===== src/rtl/router_pkg.sv =====
// router_pkg: shared types and constants for the router packet transmitter.
//   tx_state_e   : transmitter FSM states
//   ADDR_INVALID : the one destination code the router does not implement
//   LEN_MAX      : largest payload length; also the last buffer index
//   hdr_pack()   : builds the header byte {len, addr}
package router_pkg;

  typedef enum logic [2:0] {
    ST_IDLE,
    ST_FILL,
    ST_HEADER,
    ST_PAYLOAD,
    ST_PARITY
  } tx_state_e;

  localparam logic [1:0] ADDR_INVALID = 2'b11;
  localparam logic [5:0] LEN_MAX      = 6'd63;

  function automatic logic [7:0] hdr_pack(input logic [5:0] len, input logic [1:0] addr);
    return {len, addr};
  endfunction

endpackage


===== src/rtl/router_tx_buf.sv =====
// router_tx_buf: 64x8 payload buffer for router_pkt_tx.
//   clock    in  : rising-edge clock
//   i_we     in  : write enable
//   i_waddr  in  : write index
//   i_wdata  in  : write byte
//   i_raddr  in  : read index (combinational read)
//   o_rdata  out : byte at i_raddr
module router_tx_buf
  import router_pkg::*;
(
  input  logic       clock,
  input  logic       i_we,
  input  logic [5:0] i_waddr,
  input  logic [7:0] i_wdata,
  input  logic [5:0] i_raddr,
  output logic [7:0] o_rdata
);

  logic [7:0] r_mem [0:LEN_MAX];

  // NOTE: storage is deliberately not reset; every byte is written in FILL
  // before it can be read, so a reset would only cost a clear network.
  always_ff @(posedge clock) begin
    if (i_we) begin
      r_mem[i_waddr] <= i_wdata;
    end
  end

  assign o_rdata = r_mem[i_raddr];

endmodule


===== src/rtl/router_pkt_tx.sv =====
// router_pkt_tx: packet source for the router input port.
// Accepts a command plus payload into a local buffer, then sends header,
// payload and parity on pkt_valid/data_out while honouring busy.
//   BUSY_TIMEOUT       : consecutive busy edges before the packet is aborted
//   clock, resetn      : clock, synchronous active-low reset
//   i_cmd_*            : command (addr, len, corrupt) with valid; o_cmd_ready
//   i_pl_valid/i_pl_data, o_pl_ready : payload byte load
//   i_busy             : router back-pressure
//   o_pkt_valid, o_data_out : router link
//   o_done, o_err_cmd, o_err_timeout : single-cycle status pulses
module router_pkt_tx
  import router_pkg::*;
#(
  parameter int BUSY_TIMEOUT = 64
) (
  input  logic       clock,
  input  logic       resetn,
  input  logic       i_cmd_valid,
  input  logic [1:0] i_cmd_addr,
  input  logic [5:0] i_cmd_len,
  input  logic       i_cmd_corrupt,
  output logic       o_cmd_ready,
  input  logic       i_pl_valid,
  input  logic [7:0] i_pl_data,
  output logic       o_pl_ready,
  input  logic       i_busy,
  output logic       o_pkt_valid,
  output logic [7:0] o_data_out,
  output logic       o_done,
  output logic       o_err_cmd,
  output logic       o_err_timeout
);

  localparam int CNT_W = $clog2(BUSY_TIMEOUT + 1);
  localparam logic [CNT_W-1:0] CNT_LIMIT = CNT_W'(BUSY_TIMEOUT);

  tx_state_e        r_state,     w_nxt_state;
  logic [1:0]       r_addr,      w_nxt_addr;
  logic [5:0]       r_len,       w_nxt_len;
  logic             r_corrupt,   w_nxt_corrupt;
  logic [5:0]       r_wptr,      w_nxt_wptr;
  logic [5:0]       r_rptr,      w_nxt_rptr;
  logic [7:0]       r_parity,    w_nxt_parity;
  logic [CNT_W-1:0] r_cnt,       w_nxt_cnt;
  logic             r_pkt_valid, w_nxt_pkt_valid;
  logic [7:0]       r_data_out,  w_nxt_data_out;
  logic             r_done,      w_nxt_done;
  logic             r_err_cmd,   w_nxt_err_cmd;
  logic             r_err_to,    w_nxt_err_to;
  logic             r_cmd_ready;
  logic             r_pl_ready;

  logic             w_buf_we;
  logic [5:0]       w_rd_addr;
  logic [7:0]       w_rd_data;
  logic             w_in_tx;
  logic [7:0]       w_par_acc;
  logic [CNT_W-1:0] w_cnt_inc;

  assign w_buf_we  = (r_state == ST_FILL) && i_pl_valid && r_pl_ready;
  assign w_in_tx   = (r_state == ST_HEADER) || (r_state == ST_PAYLOAD) ||
                     (r_state == ST_PARITY);
  // Read index is the pointer value after the pending accept, so the byte
  // for the next bus cycle can be loaded straight into r_data_out.
  assign w_rd_addr = (r_state == ST_PAYLOAD) ? r_rptr + 6'd1 : 6'd0;
  assign w_par_acc = r_parity ^ r_data_out;
  assign w_cnt_inc = r_cnt + CNT_W'(1);

  router_tx_buf u_buf (
    .clock   (clock),
    .i_we    (w_buf_we),
    .i_waddr (r_wptr),
    .i_wdata (i_pl_data),
    .i_raddr (w_rd_addr),
    .o_rdata (w_rd_data)
  );

  // NOTE: every signal driven here gets a default first, so no path through
  // the case statement can leave one unassigned and infer a latch.
  always_comb begin
    w_nxt_state     = r_state;
    w_nxt_addr      = r_addr;
    w_nxt_len       = r_len;
    w_nxt_corrupt   = r_corrupt;
    w_nxt_wptr      = r_wptr;
    w_nxt_rptr      = r_rptr;
    w_nxt_parity    = r_parity;
    w_nxt_cnt       = r_cnt;
    w_nxt_pkt_valid = r_pkt_valid;
    w_nxt_data_out  = r_data_out;
    w_nxt_done      = 1'b0;
    w_nxt_err_cmd   = 1'b0;
    w_nxt_err_to    = 1'b0;

    unique case (r_state)
      ST_IDLE: begin
        if (i_cmd_valid && r_cmd_ready) begin
          if ((i_cmd_addr == ADDR_INVALID) || (i_cmd_len == 6'd0)) begin
            w_nxt_err_cmd = 1'b1;
          end else begin
            w_nxt_addr    = i_cmd_addr;
            w_nxt_len     = i_cmd_len;
            w_nxt_corrupt = i_cmd_corrupt;
            w_nxt_wptr    = 6'd0;
            w_nxt_state   = ST_FILL;
          end
        end
      end

      ST_FILL: begin
        if (w_buf_we) begin
          w_nxt_wptr = r_wptr + 6'd1;
          if (r_wptr == r_len - 6'd1) begin
            w_nxt_state     = ST_HEADER;
            w_nxt_pkt_valid = 1'b1;
            w_nxt_data_out  = hdr_pack(r_len, r_addr);
            w_nxt_cnt       = '0;
          end
        end
      end

      ST_HEADER: begin
        if (!i_busy) begin
          // The header is on the bus now, so it seeds the parity.
          w_nxt_parity   = r_data_out;
          w_nxt_rptr     = w_rd_addr;
          w_nxt_data_out = w_rd_data;
          w_nxt_state    = ST_PAYLOAD;
        end
      end

      ST_PAYLOAD: begin
        if (!i_busy) begin
          w_nxt_parity = w_par_acc;
          w_nxt_rptr   = w_rd_addr;
          if (r_rptr == r_len - 6'd1) begin
            w_nxt_state     = ST_PARITY;
            w_nxt_pkt_valid = 1'b0;
            w_nxt_data_out  = w_par_acc ^ {8{r_corrupt}};
          end else begin
            w_nxt_data_out = w_rd_data;
          end
        end
      end

      ST_PARITY: begin
        if (!i_busy) begin
          w_nxt_done     = 1'b1;
          w_nxt_data_out = 8'h00;
          w_nxt_state    = ST_IDLE;
        end
      end

      default: w_nxt_state = ST_IDLE;
    endcase

    // Busy watchdog shared by all bus states; a stall holds the bus stable.
    if (w_in_tx) begin
      if (!i_busy) begin
        w_nxt_cnt = '0;
      end else if (w_cnt_inc == CNT_LIMIT) begin
        w_nxt_err_to    = 1'b1;
        w_nxt_pkt_valid = 1'b0;
        w_nxt_data_out  = 8'h00;
        w_nxt_cnt       = '0;
        w_nxt_state     = ST_IDLE;
      end else begin
        w_nxt_cnt = w_cnt_inc;
      end
    end
  end

  // NOTE: sequential state uses non-blocking assignments so every register
  // samples the pre-edge values regardless of statement order.
  always_ff @(posedge clock) begin
    if (!resetn) begin
      r_state     <= ST_IDLE;
      r_addr      <= 2'd0;
      r_len       <= 6'd0;
      r_corrupt   <= 1'b0;
      r_wptr      <= 6'd0;
      r_rptr      <= 6'd0;
      r_parity    <= 8'h00;
      r_cnt       <= '0;
      r_pkt_valid <= 1'b0;
      r_data_out  <= 8'h00;
      r_done      <= 1'b0;
      r_err_cmd   <= 1'b0;
      r_err_to    <= 1'b0;
      r_cmd_ready <= 1'b1;
      r_pl_ready  <= 1'b0;
    end else begin
      r_state     <= w_nxt_state;
      r_addr      <= w_nxt_addr;
      r_len       <= w_nxt_len;
      r_corrupt   <= w_nxt_corrupt;
      r_wptr      <= w_nxt_wptr;
      r_rptr      <= w_nxt_rptr;
      r_parity    <= w_nxt_parity;
      r_cnt       <= w_nxt_cnt;
      r_pkt_valid <= w_nxt_pkt_valid;
      r_data_out  <= w_nxt_data_out;
      r_done      <= w_nxt_done;
      r_err_cmd   <= w_nxt_err_cmd;
      r_err_to    <= w_nxt_err_to;
      r_cmd_ready <= (w_nxt_state == ST_IDLE);
      r_pl_ready  <= (w_nxt_state == ST_FILL);
    end
  end

  assign o_cmd_ready   = r_cmd_ready;
  assign o_pl_ready    = r_pl_ready;
  assign o_pkt_valid   = r_pkt_valid;
  assign o_data_out    = r_data_out;
  assign o_done        = r_done;
  assign o_err_cmd     = r_err_cmd;
  assign o_err_timeout = r_err_to;

endmodule


===== config.mk =====
export PLATFORM = sky130hd
export DESIGN_NAME = router_pkt_tx
export DESIGN_NICKNAME = d
export VERILOG_FILES = /design/src/rtl/router_pkg.sv /design/src/rtl/router_tx_buf.sv /design/src/rtl/router_pkt_tx.sv
export SDC_FILE = /design/constraint.sdc
export NUM_CORES = 1
export LEC_CHECK = 0
export BUFFER_PORTS_ARGS = -buffer_cell sky130_fd_sc_hd__buf_4
export CAP_MARGIN = 0
export CORE_MARGIN = 5
export CORE_UTILIZATION = 60
export DETAILED_ROUTE_END_ITERATION = 6
export PLACE_DENSITY_LB_ADDON = 0.12
export SYNTH_ARGS = -nofsm -noshare
export SYNTH_HDL_FRONTEND = slang
export SYNTH_SLANG_ARGS = --single-unit

===== constraint.sdc =====
create_clock -name clock -period 5.8 [get_ports clock]
set_input_delay 1.74 -clock clock [delete_from_list [all_inputs] [get_ports clock]]
set_output_delay 1.74 -clock clock [all_outputs]
set_load 0.02 [all_outputs]

==> results.toml <==
[outcome]
status = "complete, no violations"

[global_route]
gr-total-overflow = 0
grt_pass1_vias = 14900
grtUsageTotal_pct = 30.0
antenna_found_initial = 1
grt_pass1_wl_um = 98100
grt_max_degree = 65

[cts]
cts_sinks = 565
root_buffer = "clkbuf_16"
cts_setup_buffers = 0
htree_levels = 2
holdBufCountCts = 0
insertion_delay_ns = 0.62
cts_buffers = 55
cts_tree = "built"
ctsResizeCount = 0
clk_path_buf_depth = 3
clkSlewWorstSetupHoldPaths_ns = 0.06

[logic_synthesis]
synthDistinctLibCells = 85
ys_top_cells_by_area = "edfxtp_1 65%, dfxtp_1 4.5%, mux2i_1 4.0%, nand2_1 3.8%, nor2_1 1.9%"
syn_area_um2 = 23800
synth_top_area_share_pct = 64.6
seq_area_frac_synth_pct = 69.1
async_flop_share_pct = 0
avgSynthCellArea_um2 = 13.7
ys_warn_count = 0
yosysTopAreaCell = "edfxtp_1"
synth_edf_count = 512
ys_ff_latch = 565
synth_cells = 1741
synth_ff_type = "edfxtp_1"
syn_nets = 1767

[setup_path]
crit_buf_inv = 2
crit_slowest_cell = "a21oi_1"
crit_fanout = 45
cpPeakStageDelay_ns = 0.78
critPathLaunchType = "register"
criticalPathCategory = "register to register"
cp_top_family = "compound AO/OA/AOI/OAI gates"
cpMostUsedCell = "o22ai_1"
critPathArrivalTime_ns = 5.11
worstPathCellList = "ha_2 > buf_4 > inv_1 > a21oi_1 > o22ai_1 > nor4_1 > or3_1 > a211oi_1 > nor3_1 > o22ai_1"
rrSetupSlack_ns = 1.17
cp-end-kind = "register"
required_ns = 6.28

[route]
wire_per_inst_um = 28.6
drc = 0
ant_nets = 0
drt-vias-per-instance = 6.73
vias = 15600
dr.pass1.iters = 7
drt_iter0_drc = 2113
totalWireLength_um = 66200

[die]
ioPinCount = 36
dieWidth_um = 209
rows = 73
dieArea_um2 = 43700
die_height_um = 209
initial_core_util_pct = 60.3
coreArea_um2 = 39500

[layout]
final_layout_size_suffix_gt1_share_pct = 10.7
antenna_cells = 0
nets = 1776
areaGrowthSynthToFinish_pct = 9.72
fillers = 2837
final_cell_area_um2 = 26100

[sta]
rsz0062_at_grt = "false"
finalCriticalPeriod_ns = 4.63
finalMaxSlewViolations = 0
report.final.hold_viol_count = 0
whs_ns = 0.511
relSlewSlack_pct = 20.5
setup_viol_count_final = 0
skew_ns = 0.0309
setup_tns_ns = 0
worst_pin_slew_ns = 1.19
fmax_mhz = 216
fin_crit_sh_pct = 79.8

[placed_design]
place_hpwl_um = 41300
dpl_cell_area_um2 = 24400
gp_congestion = 0.975
io_buffers = 35

[hold_path]
hp-class = "register to register"

[power_and_ir_drop]
power_leakage_nw = 8.35
power.density_nw_per_um2 = 308
vdd.ir_drop.worst_v = 0.000282

[run]
maxCapViolCount = 0
[state kept, by name, summed over array words and instances (netlist names)]
name           flops
o_pkt_valid        1
o_data_out         8
o_pl_ready         1
r_state            3
o_err_timeout      1
r_wptr             6
u_buf.r_mem      512
r_len              6
r_corrupt          1
o_done             1
r_rptr             6
r_addr             2
r_parity           8
r_cnt              7
o_cmd_ready        1
o_err_cmd          1
[final timing paths]
check / start / end / cells past startpoint
min reg2reg: o_cmd_ready$_SDFF_PN1_ / o_err_cmd$_SDFF_PN0_ / 2
max: r_rptr[0]$_SDFFE_PN0P_ / o_data_out[0]$_SDFF_PN0_ / 10
max reg2reg: r_rptr[0]$_SDFFE_PN0P_ / o_data_out[0]$_SDFF_PN0_ / 10
min: o_cmd_ready$_SDFF_PN1_ / o_err_cmd$_SDFF_PN0_ / 2
[worst register-to-register path, cell delays in order, from the launching register on]
cell and delay [ns]:
dfxtp_4 0.76, ha_2 0.35, buf_4 0.56, inv_1 0.51, a21oi_1 0.78, o22ai_1 0.35, nor4_1 0.33, or3_1 0.19
a211oi_1 0.06, nor3_1 0.48, o22ai_1 0.13
[metal layers]
metal  track usage [%]  part of all wire [%]  up-vias
li1                  -                     -     6678
met1              41.5                    38     7741
met2              47.1                    47      968
met3              6.82                    10      196
met4              11.2                   4.4        0
met5                 0                     0        -
[synth_stat cells, drive strengths merged (18+ instances only)]
library cell    n
a21oi          79
edfxtp        512
clkbuf         35
mux4           20
nand4          18
a22oi          22
nand2         245
mux2i          97
o21ai          47
dfxtp          53
nor2          126
nand3          69
nor3           18
a31oi          18
buf            78
xnor2          19
a211oi         28
[kinds of logic after synthesis]
kind of cell,count (synthesis),share of synthesized area (%)
xor gates and xnor gates,38,1.64
and+or+nand+nor,571,11.2
DFF,565,69.1
AOI/OAI and AO/OA,321,9.16
buffers and inverters,123,2.54
muxes,119,6.13
adders and majority gates,4,0.210
[layout make-up]
cell class	count	area [um^2]	share of cell area [%]
clock buffer	75	1470	5.64
clock inverter	23	214	0.820
inverter	10	37.5	0.144
multi-input combinational	1053	6800	26.0
sequential	565	16400	63.0
tap	525	657	2.52
timing repair buffer	65	488	1.87
[metrics by stage]
| stage | setup slack, ns | util (%) | power [mW] | instances |
|---|---|---|---|---|
| 3_3_place_gp | 1.37 | 61.9 | 4.72 | 2218 |
| 6_report | 1.17 | 66.2 | 8.03 | 2316 |
| 4_1_cts | 1.36 | 66.2 | 8.06 | 2316 |
| 3_5_place_dp | 1.39 | 61.9 | 4.73 | 2218 |
| 2_1_floorplan | 2.33 | - | 4.62 | 1741 |
| 5_1_grt | 0.975 | 66.2 | 8.23 | 2316 |
[layout by cell type, fill, tap and decap left out, types with 16 or more instances in the layout]
cell	count
a211oi_1	27
a21oi_1	78
a22oi_1	22
a31oi_1	18
buf_4	65
clkbuf_1	18
clkbuf_16	55
dfxtp_1	52
edfxtp_1	512
mux2i_1	95
mux4_2	20
nand2_1	243
nand3_1	69
nand4_1	18
nor2_1	122
nor3_1	16
o21ai_0	43
o22ai_1	16
xnor2_1	18
[report_power, final]
| group | leakage (nW) | internal (mW) | switching (mW) |
|---|---|---|---|
| clock network | 0.820 | 1.91 | 1.49 |
| registers | 5.03 | 4.44 | 0.0187 |
| logic | 2.50 | 0.0539 | 0.124 |
| total | 8.35 | 6.40 | 1.63 |
Power figures use the tool's default switching activity.
